<file path="config.mk">
export PLATFORM = sky130hd
export DESIGN_NAME = search_slot_scheduler_flat
export DESIGN_NICKNAME = d
export VERILOG_FILES = /design/src/rtl/search_slot_scheduler_pkg.sv /design/src/rtl/search_slot_scheduler_if.sv /design/src/rtl/search_slot_scheduler_fifo.sv /design/src/rtl/search_slot_scheduler.sv /design/src/flat_wrapper.sv
export SDC_FILE = /design/constraint.sdc
export NUM_CORES = 2
export LEC_CHECK = 0
export BUFFER_PORTS_ARGS = -buffer_cell sky130_fd_sc_hd__buf_2
export CAP_MARGIN = 20
export CORE_UTILIZATION = 62
export CTS_CLUSTER_SIZE = 24
export DETAILED_ROUTE_END_ITERATION = 16
export GPL_ROUTABILITY_DRIVEN = 0
export PLACE_DENSITY = 0.79
export SYNTH_ARGS = -nofsm -noshare
export SYNTH_HDL_FRONTEND = slang
export SYNTH_HIERARCHICAL = 1
export SYNTH_SLANG_ARGS = --single-unit
</file>
<file path="constraint.sdc">
create_clock -name iCLOCK -period 19.9 [get_ports iCLOCK]
set_input_delay 1.99 -clock iCLOCK [delete_from_list [all_inputs] [get_ports iCLOCK]]
set_output_delay 1.99 -clock iCLOCK [all_outputs]
set_load 0.005 [all_outputs]
</file>
<file path="src/rtl/search_slot_scheduler_pkg.sv">
// Shared widths, score type and the task/result records carried through the scheduler FIFOs.
package search_slot_scheduler_pkg;

   localparam int TASKID_W = 16;
   localparam int NODE_W   = 32;

   typedef logic signed [7:0] score_t;

   localparam score_t SCORE_MIN = -8'sd64;
   localparam score_t SCORE_MAX = 8'sd64;

   typedef struct packed {
      logic [63:0]         player;
      logic [63:0]         opponent;
      logic [TASKID_W-1:0] id;
      score_t              alpha;
      score_t              beta;
   } task_t;

   typedef struct packed {
      logic [TASKID_W-1:0] id;
      score_t              score;
      logic [NODE_W-1:0]   nodes;
      logic                aborted;
   } result_t;

   function automatic logic [NODE_W-1:0] sat_inc(input logic [NODE_W-1:0] v);
      return (&v) ? v : v + 1'b1;
   endfunction

endpackage

</file>
<file path="src/rtl/search_slot_scheduler_if.sv">
// Host task stream, core slot handshake and result stream of the slot scheduler.
interface search_slot_scheduler_if #(
   parameter int NCTX = 8
);
   import search_slot_scheduler_pkg::*;

   localparam int SLOT_W = (NCTX > 1) ? $clog2(NCTX) : 1;

   logic                task_valid;
   logic                task_ready;
   logic [63:0]         task_player;
   logic [63:0]         task_opponent;
   logic [TASKID_W-1:0] task_id;
   score_t              task_alpha;
   score_t              task_beta;
   logic [NODE_W-1:0]   node_budget;

   logic [SLOT_W-1:0]   core_slot;
   logic                core_free;
   logic                core_solved;
   score_t              core_res;
   logic                core_move;

   logic                inj_valid;
   logic [63:0]         inj_player;
   logic [63:0]         inj_opponent;
   logic [TASKID_W-1:0] inj_taskid;
   score_t              inj_alpha;
   score_t              inj_beta;
   logic                abort;

   logic                res_valid;
   logic                res_ready;
   logic [TASKID_W-1:0] res_id;
   score_t              res_score;
   logic [NODE_W-1:0]   res_nodes;
   logic                res_aborted;

   logic [NCTX-1:0]     busy_slots;
   logic                err_spurious;

   modport slave (
      input  task_valid, task_player, task_opponent, task_id, task_alpha, task_beta, node_budget,
      input  core_slot, core_free, core_solved, core_res, core_move, res_ready,
      output task_ready, inj_valid, inj_player, inj_opponent, inj_taskid, inj_alpha, inj_beta, abort,
      output res_valid, res_id, res_score, res_nodes, res_aborted, busy_slots, err_spurious
   );

   modport master (
      output task_valid, task_player, task_opponent, task_id, task_alpha, task_beta, node_budget,
      output core_slot, core_free, core_solved, core_res, core_move, res_ready,
      input  task_ready, inj_valid, inj_player, inj_opponent, inj_taskid, inj_alpha, inj_beta, abort,
      input  res_valid, res_id, res_score, res_nodes, res_aborted, busy_slots, err_spurious
   );

endinterface

</file>
<file path="src/rtl/search_slot_scheduler_fifo.sv">
// Synchronous FIFO with occupancy count; head data is presented combinationally and a push
// becomes visible at the head one cycle later. Push when full and pop when empty are ignored.
module search_slot_scheduler_fifo #(
   parameter int WIDTH = 8,
   parameter int DEPTH = 16,
   localparam int CW = $clog2(DEPTH + 1)
) (
   input  logic             i_clk,
   input  logic             i_rst,
   input  logic             i_push,
   input  logic [WIDTH-1:0] i_push_dat,
   input  logic             i_pop,
   output logic [WIDTH-1:0] o_pop_dat,
   output logic [CW-1:0]    o_count
);

   localparam int AW = (DEPTH > 1) ? $clog2(DEPTH) : 1;

   logic [WIDTH-1:0] r_mem [DEPTH];
   logic [AW-1:0]    r_wptr;
   logic [AW-1:0]    r_rptr;
   logic [CW-1:0]    r_count;
   logic             w_push;
   logic             w_pop;

   assign w_push    = i_push & (r_count != CW'(DEPTH));
   assign w_pop     = i_pop & (r_count != '0);
   assign o_pop_dat = r_mem[r_rptr];
   assign o_count   = r_count;

   always_ff @(posedge i_clk) begin
      if (w_push) begin
         r_mem[r_wptr] <= i_push_dat;
      end
   end

   always_ff @(posedge i_clk) begin
      if (i_rst) begin
         r_wptr  <= '0;
         r_rptr  <= '0;
         r_count <= '0;
      end else begin
         if (w_push) begin
            r_wptr <= (r_wptr == AW'(DEPTH - 1)) ? '0 : r_wptr + 1'b1;
         end
         if (w_pop) begin
            r_rptr <= (r_rptr == AW'(DEPTH - 1)) ? '0 : r_rptr + 1'b1;
         end
         case ({w_push, w_pop})
            2'b10:   r_count <= r_count + 1'b1;
            2'b01:   r_count <= r_count - 1'b1;
            default: r_count <= r_count;
         endcase
      end
   end

endmodule

</file>
<file path="src/rtl/search_slot_scheduler.sv">
// Dispatches host tasks into free core slots, enforces per-slot node budgets and collects results;
// a result credit bounds in-flight work so a finished search always has room in the result FIFO.
module search_slot_scheduler
   import search_slot_scheduler_pkg::*;
#(
   parameter int NCTX       = 8,
   parameter int TASK_DEPTH = 16,
   parameter int RES_DEPTH  = 16
) (
   input logic iCLOCK,
   input logic iRESET,
   search_slot_scheduler_if.slave bus
);

   localparam int SLOT_W = (NCTX > 1) ? $clog2(NCTX) : 1;
   localparam int TCW    = $clog2(TASK_DEPTH + 1);
   localparam int RCW    = $clog2(RES_DEPTH + 1);

   task_t               w_task_in;
   task_t               w_task_head;
   result_t             w_res_in;
   result_t             w_res_head;
   logic [TCW-1:0]      w_task_cnt;
   logic [RCW-1:0]      w_res_cnt;
   logic [SLOT_W-1:0]   w_slot;
   logic                w_task_push;
   logic                w_task_full;
   logic                w_task_empty;
   logic                w_inj;
   logic                w_slot_busy;
   logic                w_move;
   logic                w_res_push;
   logic                w_res_pop;
   logic                w_res_vld;
   logic                w_spurious;
   logic [NODE_W-1:0]   w_nodes_nxt;
   logic                w_abort_nxt;

   logic [NCTX-1:0]     r_busy;
   logic [NCTX-1:0]     r_aborted;
   logic [NODE_W-1:0]   r_nodes  [NCTX];
   logic [TASKID_W-1:0] r_taskid [NCTX];
   logic [RCW-1:0]      r_credit;
   logic                r_err;

   assign w_slot       = bus.core_slot;
   assign w_slot_busy  = r_busy[w_slot];
   assign w_task_full  = (w_task_cnt == TCW'(TASK_DEPTH));
   assign w_task_empty = (w_task_cnt == '0);
   assign w_task_push  = bus.task_valid & bus.task_ready;
   assign w_inj        = bus.core_free & ~w_task_empty & (r_credit < RCW'(RES_DEPTH)) & ~iRESET;

   // A move in the same cycle as the solve is counted in the reported result.
   assign w_move      = bus.core_move & w_slot_busy;
   assign w_nodes_nxt = w_move ? sat_inc(r_nodes[w_slot]) : r_nodes[w_slot];
   assign w_abort_nxt = r_aborted[w_slot]
                      | (w_move & (bus.node_budget != '0) & (w_nodes_nxt >= bus.node_budget));

   assign w_res_push = bus.core_solved & w_slot_busy & ~iRESET;
   assign w_spurious = bus.core_solved & ~w_slot_busy;
   assign w_res_vld  = (w_res_cnt != '0) & ~iRESET;
   assign w_res_pop  = w_res_vld & bus.res_ready;

   always_comb begin
      w_task_in          = '0;
      w_task_in.player   = bus.task_player;
      w_task_in.opponent = bus.task_opponent;
      w_task_in.id       = bus.task_id;
      w_task_in.alpha    = bus.task_alpha;
      w_task_in.beta     = bus.task_beta;

      w_res_in         = '0;
      w_res_in.id      = r_taskid[w_slot];
      w_res_in.score   = bus.core_res;
      w_res_in.nodes   = w_nodes_nxt;
      w_res_in.aborted = w_abort_nxt;
   end

   search_slot_scheduler_fifo #(
      .WIDTH ($bits(task_t)),
      .DEPTH (TASK_DEPTH)
   ) u_task_fifo (
      .i_clk      (iCLOCK),
      .i_rst      (iRESET),
      .i_push     (w_task_push),
      .i_push_dat (w_task_in),
      .i_pop      (w_inj),
      .o_pop_dat  (w_task_head),
      .o_count    (w_task_cnt)
   );

   search_slot_scheduler_fifo #(
      .WIDTH ($bits(result_t)),
      .DEPTH (RES_DEPTH)
   ) u_res_fifo (
      .i_clk      (iCLOCK),
      .i_rst      (iRESET),
      .i_push     (w_res_push),
      .i_push_dat (w_res_in),
      .i_pop      (w_res_pop),
      .o_pop_dat  (w_res_head),
      .o_count    (w_res_cnt)
   );

   always_ff @(posedge iCLOCK) begin
      if (iRESET) begin
         r_busy    <= '0;
         r_aborted <= '0;
         r_credit  <= '0;
         r_err     <= 1'b0;
         for (int i = 0; i < NCTX; i++) begin
            r_nodes[i]  <= '0;
            r_taskid[i] <= '0;
         end
      end else begin
         if (w_move) begin
            r_nodes[w_slot]   <= w_nodes_nxt;
            r_aborted[w_slot] <= w_abort_nxt;
         end
         if (w_res_push) begin
            r_busy[w_slot] <= 1'b0;
         end
         // Injection is last so a slot that finishes and is refilled in one cycle stays busy.
         if (w_inj) begin
            r_busy[w_slot]    <= 1'b1;
            r_aborted[w_slot] <= 1'b0;
            r_nodes[w_slot]   <= '0;
            r_taskid[w_slot]  <= w_task_head.id;
         end
         if (w_spurious) begin
            r_err <= 1'b1;
         end
         case ({w_inj, w_res_pop})
            2'b10:   r_credit <= r_credit + 1'b1;
            2'b01:   r_credit <= r_credit - 1'b1;
            default: r_credit <= r_credit;
         endcase
      end
   end

   assign bus.task_ready   = ~w_task_full & ~iRESET;
   assign bus.inj_valid    = w_inj;
   assign bus.inj_player   = w_inj ? w_task_head.player   : '0;
   assign bus.inj_opponent = w_inj ? w_task_head.opponent : '0;
   assign bus.inj_taskid   = w_inj ? w_task_head.id       : '0;
   assign bus.inj_alpha    = w_inj ? w_task_head.alpha    : '0;
   assign bus.inj_beta     = w_inj ? w_task_head.beta     : '0;
   assign bus.abort        = w_slot_busy & r_aborted[w_slot] & ~iRESET;

   assign bus.res_valid    = w_res_vld;
   assign bus.res_id       = w_res_vld ? w_res_head.id      : '0;
   assign bus.res_score    = w_res_vld ? w_res_head.score   : '0;
   assign bus.res_nodes    = w_res_vld ? w_res_head.nodes   : '0;
   assign bus.res_aborted  = w_res_vld ? w_res_head.aborted : 1'b0;

   assign bus.busy_slots   = r_busy;
   assign bus.err_spurious = r_err;

endmodule

</file>
<file path="src/flat_wrapper.sv">
// flat-port wrapper written by rule: the top's interface ports become plain ports
module search_slot_scheduler_flat import search_slot_scheduler_pkg::*;
#(
   parameter int NCTX       = 8,
   parameter int TASK_DEPTH = 16,
   parameter int RES_DEPTH  = 16
)
  (iCLOCK, iRESET, bus_task_valid, bus_task_player, bus_task_opponent, bus_task_id, bus_task_alpha, bus_task_beta, bus_node_budget, bus_core_slot, bus_core_free, bus_core_solved, bus_core_res, bus_core_move, bus_res_ready, bus_task_ready, bus_inj_valid, bus_inj_player, bus_inj_opponent, bus_inj_taskid, bus_inj_alpha, bus_inj_beta, bus_abort, bus_res_valid, bus_res_id, bus_res_score, bus_res_nodes, bus_res_aborted, bus_busy_slots, bus_err_spurious);
  search_slot_scheduler_if #(.NCTX(NCTX)) bus_i ();
  input logic iCLOCK;
  input logic iRESET;
  input wire logic [$bits(bus_i.task_valid)-1:0] bus_task_valid;
  input wire logic [$bits(bus_i.task_player)-1:0] bus_task_player;
  input wire logic [$bits(bus_i.task_opponent)-1:0] bus_task_opponent;
  input wire logic [$bits(bus_i.task_id)-1:0] bus_task_id;
  input wire logic [$bits(bus_i.task_alpha)-1:0] bus_task_alpha;
  input wire logic [$bits(bus_i.task_beta)-1:0] bus_task_beta;
  input wire logic [$bits(bus_i.node_budget)-1:0] bus_node_budget;
  input wire logic [$bits(bus_i.core_slot)-1:0] bus_core_slot;
  input wire logic [$bits(bus_i.core_free)-1:0] bus_core_free;
  input wire logic [$bits(bus_i.core_solved)-1:0] bus_core_solved;
  input wire logic [$bits(bus_i.core_res)-1:0] bus_core_res;
  input wire logic [$bits(bus_i.core_move)-1:0] bus_core_move;
  input wire logic [$bits(bus_i.res_ready)-1:0] bus_res_ready;
  output wire logic [$bits(bus_i.task_ready)-1:0] bus_task_ready;
  output wire logic [$bits(bus_i.inj_valid)-1:0] bus_inj_valid;
  output wire logic [$bits(bus_i.inj_player)-1:0] bus_inj_player;
  output wire logic [$bits(bus_i.inj_opponent)-1:0] bus_inj_opponent;
  output wire logic [$bits(bus_i.inj_taskid)-1:0] bus_inj_taskid;
  output wire logic [$bits(bus_i.inj_alpha)-1:0] bus_inj_alpha;
  output wire logic [$bits(bus_i.inj_beta)-1:0] bus_inj_beta;
  output wire logic [$bits(bus_i.abort)-1:0] bus_abort;
  output wire logic [$bits(bus_i.res_valid)-1:0] bus_res_valid;
  output wire logic [$bits(bus_i.res_id)-1:0] bus_res_id;
  output wire logic [$bits(bus_i.res_score)-1:0] bus_res_score;
  output wire logic [$bits(bus_i.res_nodes)-1:0] bus_res_nodes;
  output wire logic [$bits(bus_i.res_aborted)-1:0] bus_res_aborted;
  output wire logic [$bits(bus_i.busy_slots)-1:0] bus_busy_slots;
  output wire logic [$bits(bus_i.err_spurious)-1:0] bus_err_spurious;
  assign bus_i.task_valid = bus_task_valid;
  assign bus_i.task_player = bus_task_player;
  assign bus_i.task_opponent = bus_task_opponent;
  assign bus_i.task_id = bus_task_id;
  assign bus_i.task_alpha = bus_task_alpha;
  assign bus_i.task_beta = bus_task_beta;
  assign bus_i.node_budget = bus_node_budget;
  assign bus_i.core_slot = bus_core_slot;
  assign bus_i.core_free = bus_core_free;
  assign bus_i.core_solved = bus_core_solved;
  assign bus_i.core_res = bus_core_res;
  assign bus_i.core_move = bus_core_move;
  assign bus_i.res_ready = bus_res_ready;
  assign bus_task_ready = bus_i.task_ready;
  assign bus_inj_valid = bus_i.inj_valid;
  assign bus_inj_player = bus_i.inj_player;
  assign bus_inj_opponent = bus_i.inj_opponent;
  assign bus_inj_taskid = bus_i.inj_taskid;
  assign bus_inj_alpha = bus_i.inj_alpha;
  assign bus_inj_beta = bus_i.inj_beta;
  assign bus_abort = bus_i.abort;
  assign bus_res_valid = bus_i.res_valid;
  assign bus_res_id = bus_i.res_id;
  assign bus_res_score = bus_i.res_score;
  assign bus_res_nodes = bus_i.res_nodes;
  assign bus_res_aborted = bus_i.res_aborted;
  assign bus_busy_slots = bus_i.busy_slots;
  assign bus_err_spurious = bus_i.err_spurious;
  search_slot_scheduler #(.NCTX(NCTX), .TASK_DEPTH(TASK_DEPTH), .RES_DEPTH(RES_DEPTH)) u_core (.iCLOCK(iCLOCK), .iRESET(iRESET), .bus(bus_i));
endmodule
</file>
### Yosys cells after proc, flatten, opt, wreduce, memory -nomap -nowiden

Memories as Yosys holds them, arrays and structs flattened. A register that Yosys moved wholly into a read port is not among the register bits.
Cells that the tools add are included.

| word-level totals | value |
|---|---|
| register bits after elaboration | 48 |
| memory bits (writable) | 3856 |
| input port bits | 210 |
| output and inout bits | 230 |
| logic and storage cells | 136 |
| memories | 4 |

| cells by class | value |
|---|---|
| add/sub/neg operators | 11 |
| order comparisons | 4 |
| eq/ne operators | 13 |
| muxes and demuxes | 54 |
| bitwise operators | 29 |
| reduce and logical (&&, ||, !) cells | 11 |

Memory list:

| name | words | width | read ports | clocked after memory_dff | write ports | RTL line | text |
|---|---|---|---|---|---|---|---|
| u_core.u_task_fifo.r_mem | 16 | 160 | 1 | 1 | 1 | search_slot_scheduler_fifo.sv:19 | `logic [WIDTH-1:0] r_mem [DEPTH];` |
| u_core.u_res_fifo.r_mem | 16 | 57 | 1 | 1 | 1 | search_slot_scheduler_fifo.sv:19 |  |
| u_core.r_nodes | 8 | 32 | 1 | 0 | 8 | search_slot_scheduler.sv:41 | `logic [NODE_W-1:0] r_nodes [NCTX];` |
| u_core.r_taskid | 8 | 16 | 1 | 0 | 8 | search_slot_scheduler.sv:42 | `logic [TASKID_W-1:0] r_taskid [NCTX];` |

Operators with widths:

| cell | number |
|---|---|
| $mux 32 | 5 |
| $mux 64 | 2 |
| $mux 8 | 9 |
| $mux 16 | 3 |
| $add 32x1->32 const B | 1 |
| $ge 32x32->1 | 1 |
| $mux 4 | 8 |
| $reduce_and 32->1 | 1 |
| $reduce_bool 32->1 | 1 |
| $reduce_or 32->1 | 1 |
| $pmux 5 s2 | 3 |
| $and 1x1->1 | 19 |
| $mux 1 | 18 |
| $add 4x1->4 const B | 4 |
| $and 8x8->8 | 2 |
| $eq 4x4->1 const B | 4 |
| $reduce_or 16->1 | 1 |
| $add 5x1->5 const B | 3 |
| $sub 5x1->5 const B | 3 |
| $ne 5x5->1 const B | 2 |
| $reduce_bool 5->1 | 2 |
| $bwmux 8 | 1 |
| $not 8->8 | 1 |
| $or 8x8->8 | 1 |
| other kinds (14) | 26 |

### Depth between registers and ports, before layout

| logic depth | value |
|---|---|
| word-level depth | 12 |
| mapped depth | 25 |
| depth with buffers taken out | 18 |

### Modules after synthesis

The synthesis kept the hierarchy.

By module, submodules not included:

| module | times used | cells each | area each (sq um) | sequential area each (sq um) |
|---|---|---|---|---|
| search_slot_scheduler_fifo (u_core.u_task_fifo) | 1 | 4032 | 96319.9 | 77214.1 |
| search_slot_scheduler_fifo (u_core.u_res_fifo) | 1 | 1376 | 35693.0 | 27726.6 |
| search_slot_scheduler | 1 | 1860 | 21428.1 | 11971.5 |

### Least setup slack after synthesis

OpenSTA, ideal clock, no wires.

| timing path | value |
|---|---|
| path type | in2reg |
| start | input iRESET |
| end | memory u_core/u_task_fifo/r_mem[0][0] (netlist bit) (enable) |
| setup time | 875 ps |
| arrival | 13710 ps |
| required time | 19025 ps |
| slack | 5315 ps |
| stages | 7 |
| buffers on the path | 2 |
| cell sequence | clkbuf_1 -> clkbuf_1 -> nor2_1 -> and2_1 -> o21a_4 -> nand2_1 -> nor3_1 |

| on the way | value |
|---|---|
| word-level cells in the longest chain between the ends | 6 |

RTL lines:

| what | RTL line | text |
|---|---|---|
| start, declared | flat_wrapper.sv:11 | `input logic iRESET;` |
| $not 1->1 | search_slot_scheduler.sv:141 | `assign bus.task_ready = ~w_task_full & ~iRESET;` |
| $and 1x1->1 | search_slot_scheduler.sv:141 |  |
| net bus_task_ready | flat_wrapper.sv:25 | `output wire logic [$bits(bus_i.task_ready)-1:0] bus_task_ready;` |
| $and 1x1->1 | search_slot_scheduler.sv:50 | `assign w_task_push = bus.task_valid & bus.task_ready;` |
| net u_core.w_task_push | search_slot_scheduler.sv:26 | `logic w_task_push;` |
| $and 1x1->1 | search_slot_scheduler_fifo.sv:26 | `assign w_push = i_push & (r_count != CW'(DEPTH));` |
| $mux 1 | search_slot_scheduler_fifo.sv:32 | `if (w_push) begin` |
| $mux 1 (not written as such) | search_slot_scheduler_fifo.sv:33 | `r_mem[r_wptr] <= i_push_dat;` |
| end, declared | search_slot_scheduler_fifo.sv:19 |  |

The timed path passes the listed nets, and every way through them passes these cells.

### Final worst setup path

| timing path | value |
|---|---|
| start | input bus_core_slot[1] |
| end | register u_core.r_aborted[0] |

| on the way | value |
|---|---|
| word-level cells in the longest chain between the ends | 12 |
| elaborated cells between the ends (all ways) | 25 |
| those cells by class | 1 x add/sub; 3 x order compare; 12 x mux; 6 x bitwise; 2 x reduce/logical; 1 x memory |

RTL lines:

| what | RTL line | text |
|---|---|---|
| start, declared | flat_wrapper.sv:19 | `input wire logic [$bits(bus_i.core_slot)-1:0] bus_core_slot;` |
| $mem_v2 8x32 / $bmux 1 s3 (equally long branches) | -- |  |
| $add 32x1->32, or another cell as far along | search_slot_scheduler_pkg.sv:28 | `return (&v) ? v : v + 1'b1;` |
| $mux 32 / $and 1x1->1 (equally long branches) | search_slot_scheduler_pkg.sv:28, search_slot_scheduler.sv:54 |  |
| $mux 32 * | search_slot_scheduler.sv:55 | `assign w_nodes_nxt = w_move ? sat_inc(r_nodes[w_slot]) : r_nodes[w_slot];` |
| net u_core.w_nodes_nxt[1] | search_slot_scheduler.sv:36 | `logic [NODE_W-1:0] w_nodes_nxt;` |
| $ge 32x32->1 * | search_slot_scheduler.sv:57 | `\| (w_move & (bus.node_budget != '0) & (w_nodes_nxt >= bus.node_budget));` |
| $and 1x1->1 * | search_slot_scheduler.sv:57 |  |
| $or 1x1->1 * | search_slot_scheduler.sv:57 |  |
| $bwmux 8 * | search_slot_scheduler.sv:118 | `r_aborted[w_slot] <= w_abort_nxt;` |
| $mux 8 * | search_slot_scheduler.sv:116 | `if (w_move) begin` |
| $mux 8 * | search_slot_scheduler.sv:106 | `if (iRESET) begin` |
| $and 8x8->8 (no line) | -- |  |
| $mux 8 * | search_slot_scheduler.sv:124 | `if (w_inj) begin` |
| end signal, assigned by index | search_slot_scheduler.sv:118 |  |
| end, declared | search_slot_scheduler.sv:40 | `logic [NCTX-1:0] r_aborted;` |

The timed path passes the listed nets; every way through them passes the cells marked *. The select of a mux whose other input is x is not followed.
A chain may end at the register's enable or synchronous reset.

==> flow_summary.toml <==
[detailed_routing]
dr.pass1.iters = 10
vias = 80346
drc = 0
wl_per_cell_um = 35.1
drt_wl_total_um = 400000
antenna_left = 0
viasPerCell = 7.04
drt_iter0_drc = 11468

[placement]
dp_hpwl_um = 192000
port_buffers = 439
place_ws_ns = 9.58

[synth]
ys_async_sr_fraction_pct = 0
syn-instance-count = 7268
synth_seq_cells = 3912
avgSynthCellArea_um2 = 21.1
ys.flop_type = "edfxtp_1"
synth-edff-count = 3856
synth_cell_types = 103
synth_warnings = 6
syn-cell-area_um2 = 153000
ys_seq_area_share_pct = 76.2
syn_nets = 7533

[sta]
worst_slew_pin_slew_ns = 1.18
min_period_ns = 9.73
grt_setup_unrepaired = "no"
max_freq_ghz = 0.103
fin_ws_ns = 10.17
slew_headroom_pct = 21.5
holdWs_ns = 0.510
slew_viol_final = 0
fin_tns_setup_ns = 0
hold_viol_final = 0
skew_ns = 0.0738
finalCritPeriodShare_pct = 48.9
setup_violations = 0

[clock_tree]
ctsResizeCount = 0
clockBufferDepth = 4
clk_pin_slew_ns = 0.06
cts_tree = "yes"
numCtsBuffers = 388
h-tree-depth = 5
clk_latency_ns = 0.99
clock_sinks = 3912
postCtsHoldBufs = 0
cts-root-buf = "clkbuf_16"
post_cts_buffers = 0

[floorplan]
die-width_um = 499
die_y_um = 499
rows = 182
die-area_um2 = 249000
core_area_um2 = 246000
start_util_pct = 62.4
ioPinCount = 440

[power_and_ir_drop]
swShare_pct = 21.0
p_int_mw = 13.6
seq_power_share_pct = 53.5
power_frac_comb_pct = 4.4
p_per_area_nw_per_um2 = 100
clock_power_share_pct = 42.2
power_switching_mw = 3.61
leakage_nw = 54.9
power_mw = 17.2
vdd_ir_drop_max_uv = 102

[worst_setup_path]
crit_type = "in -> reg"
end_kind = "flip-flop"
crit_fanout = 57
start_kind = "primary input"
cp.required_ns = 20.63
crit_chain = "buf_2 -> buf_4 -> clkinv_1 -> buf_4 -> mux4_2 -> or3_1 -> ha_1 -> inv_1 -> a211oi_1 -> nand4_2 -> o31ai_2 -> mux2i_1 -> inv_1 -> ha_1 -> a2111oi_0 -> o31ai_1 -> a2111oi_0 -> o211ai_1 -> a21oi_1 -> a211oi_1"
cp_slowest_cell = "mux2i_1"
cp.arrival_ns = 10.46
max_stage_delay_ns = 0.78

[grt]
grt-ovfl-total = 0
grt_pass1_vias = 81556
antenna_found_initial = 75
grt_pass1_wl_um = 570000
grt_start_max_net_pins = 168
track_usage_pct = 32.1

[layout]
mostFrequentLayoutCells = "edfxtp_1, mux4_2, nor2_1"
final_common_cell = "edfxtp_1"
final_util_pct = 69.8
area_delta_synth_final_pct = 11.8
final_layout_size_suffix_gt1_share_pct = 26.9
nets = 8102

[status]
status = "completed"

[worst_hold_path]
hold_path.class = "reg -> reg"

[flow_run]
maxCapViolations = 0
-- cells by family (layout without fill, tap and decap cells) --
logic type,Yosys count,after routing,synth area share (%)
AOI/OAI and AO/OA,589,589,2.79
xor gates and xnor gates,34,34,0.233
adders and majority gates,55,55,0.453
buffers and inverters,509,1386,1.84
DFF,3912,3912,76.2
muxes,1036,1036,14.9
other,0,42,0
and+or+nand+nor,1133,1133,3.58
-- per-layer routing --
layer	share of wire, %	global-route usage, %
met2	51	53.3
met4	4.3	14.9
met1	34	40.9
met5	0.067	0
met3	11	6.65
-- state kept, by name, summed over array words and instances (netlist names), named ones only --
signal                      cells
u_core/u_task_fifo/r_mem     2560
u_core/u_res_fifo/r_mem       912
u_core/r_nodes                256
u_core/r_taskid               128
u_core/bus.busy_slots           8
u_core/r_aborted                8
u_core/r_credit                 5
u_core/u_res_fifo/o_count       5
u_core/u_task_fifo/o_count      5
u_core/u_res_fifo/r_rptr        4
u_core/u_res_fifo/r_wptr        4
u_core/u_task_fifo/r_rptr       4
u_core/u_task_fifo/r_wptr       4
u_core/bus.err_spurious         1
-- critical path: cells and delay by family --
kind                     cells  cell delay [ns]
AO/OA/AOI/OAI                8             3.57
multiplexers                 2             1.20
adder cells (fa/ha/maj)      2             0.62
AND/OR/NAND/NOR              2             0.51
buffers and inverters        6             2.51
-- cell usage after synthesis, types with 30 or more instances --
cell type	count	area (um^2)
a22oi_1	202	1520
ha_1	54	676
inv_1	90	338
o21ai_0	30	150
edfxtp_1	3856	116000
mux4_1	63	1660
nor3_1	83	415
nand3_1	30	150
nand2_1	179	672
a21oi_1	56	280
clkbuf_1	173	649
mux2i_1	34	340
buf_1	46	173
o22ai_1	163	1020
dfxtp_1	56	1120
nor2_1	468	1760
and2_1	226	1410
mux4_2	915	20600
buf_4	42	315
buf_6	49	552
buf_2	83	415
-- path summary, 6_finish.rpt --
path	start	slack, ns	cells past startpoint	to
worst max-delay path	bus_core_slot[1]	10.17	20	u_core/r_aborted[0]
worst min-delay path	u_core/r_credit[3]	0.51	2	u_core/r_credit[3]
worst max register to register	u_core/r_nodes[7][1]	12.87	17	u_core/r_aborted[0]
worst min register to register	u_core/r_credit[3]	0.51	2	u_core/r_credit[3]
-- power by group through the flow --
stage | sequential [mW] | clock [mW] | combinational (mW)
after global routing | 9.20 | 7.57 | 0.790
after global placement | 9.36 | 0 | 0.692
final | 9.19 | 7.25 | 0.748
after detailed placement | 9.37 | 0 | 0.717
after floorplan | 9.38 | 0 | 0.425
after CTS | 9.19 | 7.28 | 0.737
-- stage by stage --
stage | cells | instance area [um^2]
2_1_floorplan | 7268 | 153000
3_3_place_gp | 10650 | 159000
3_5_place_dp | 10651 | 159000
4_1_cts | 11349 | 171000
5_1_grt | 11396 | 172000
6_report | 11407 | 172000
-- final cells by class --
type                            instances  area (um^2)
Antenna cell                           42          105
Clock buffer                          466        10100
Clock inverter                        232         2320
Fill cell                           13798        74300
Inverter                               92          345
Multi-Input combinational cell       2847        34100
Sequential cell                      3912       117000
Tap cell                             3220         4030
Timing Repair Buffer                  596         3700
Note: power is estimated with default switching activity, not from simulation.
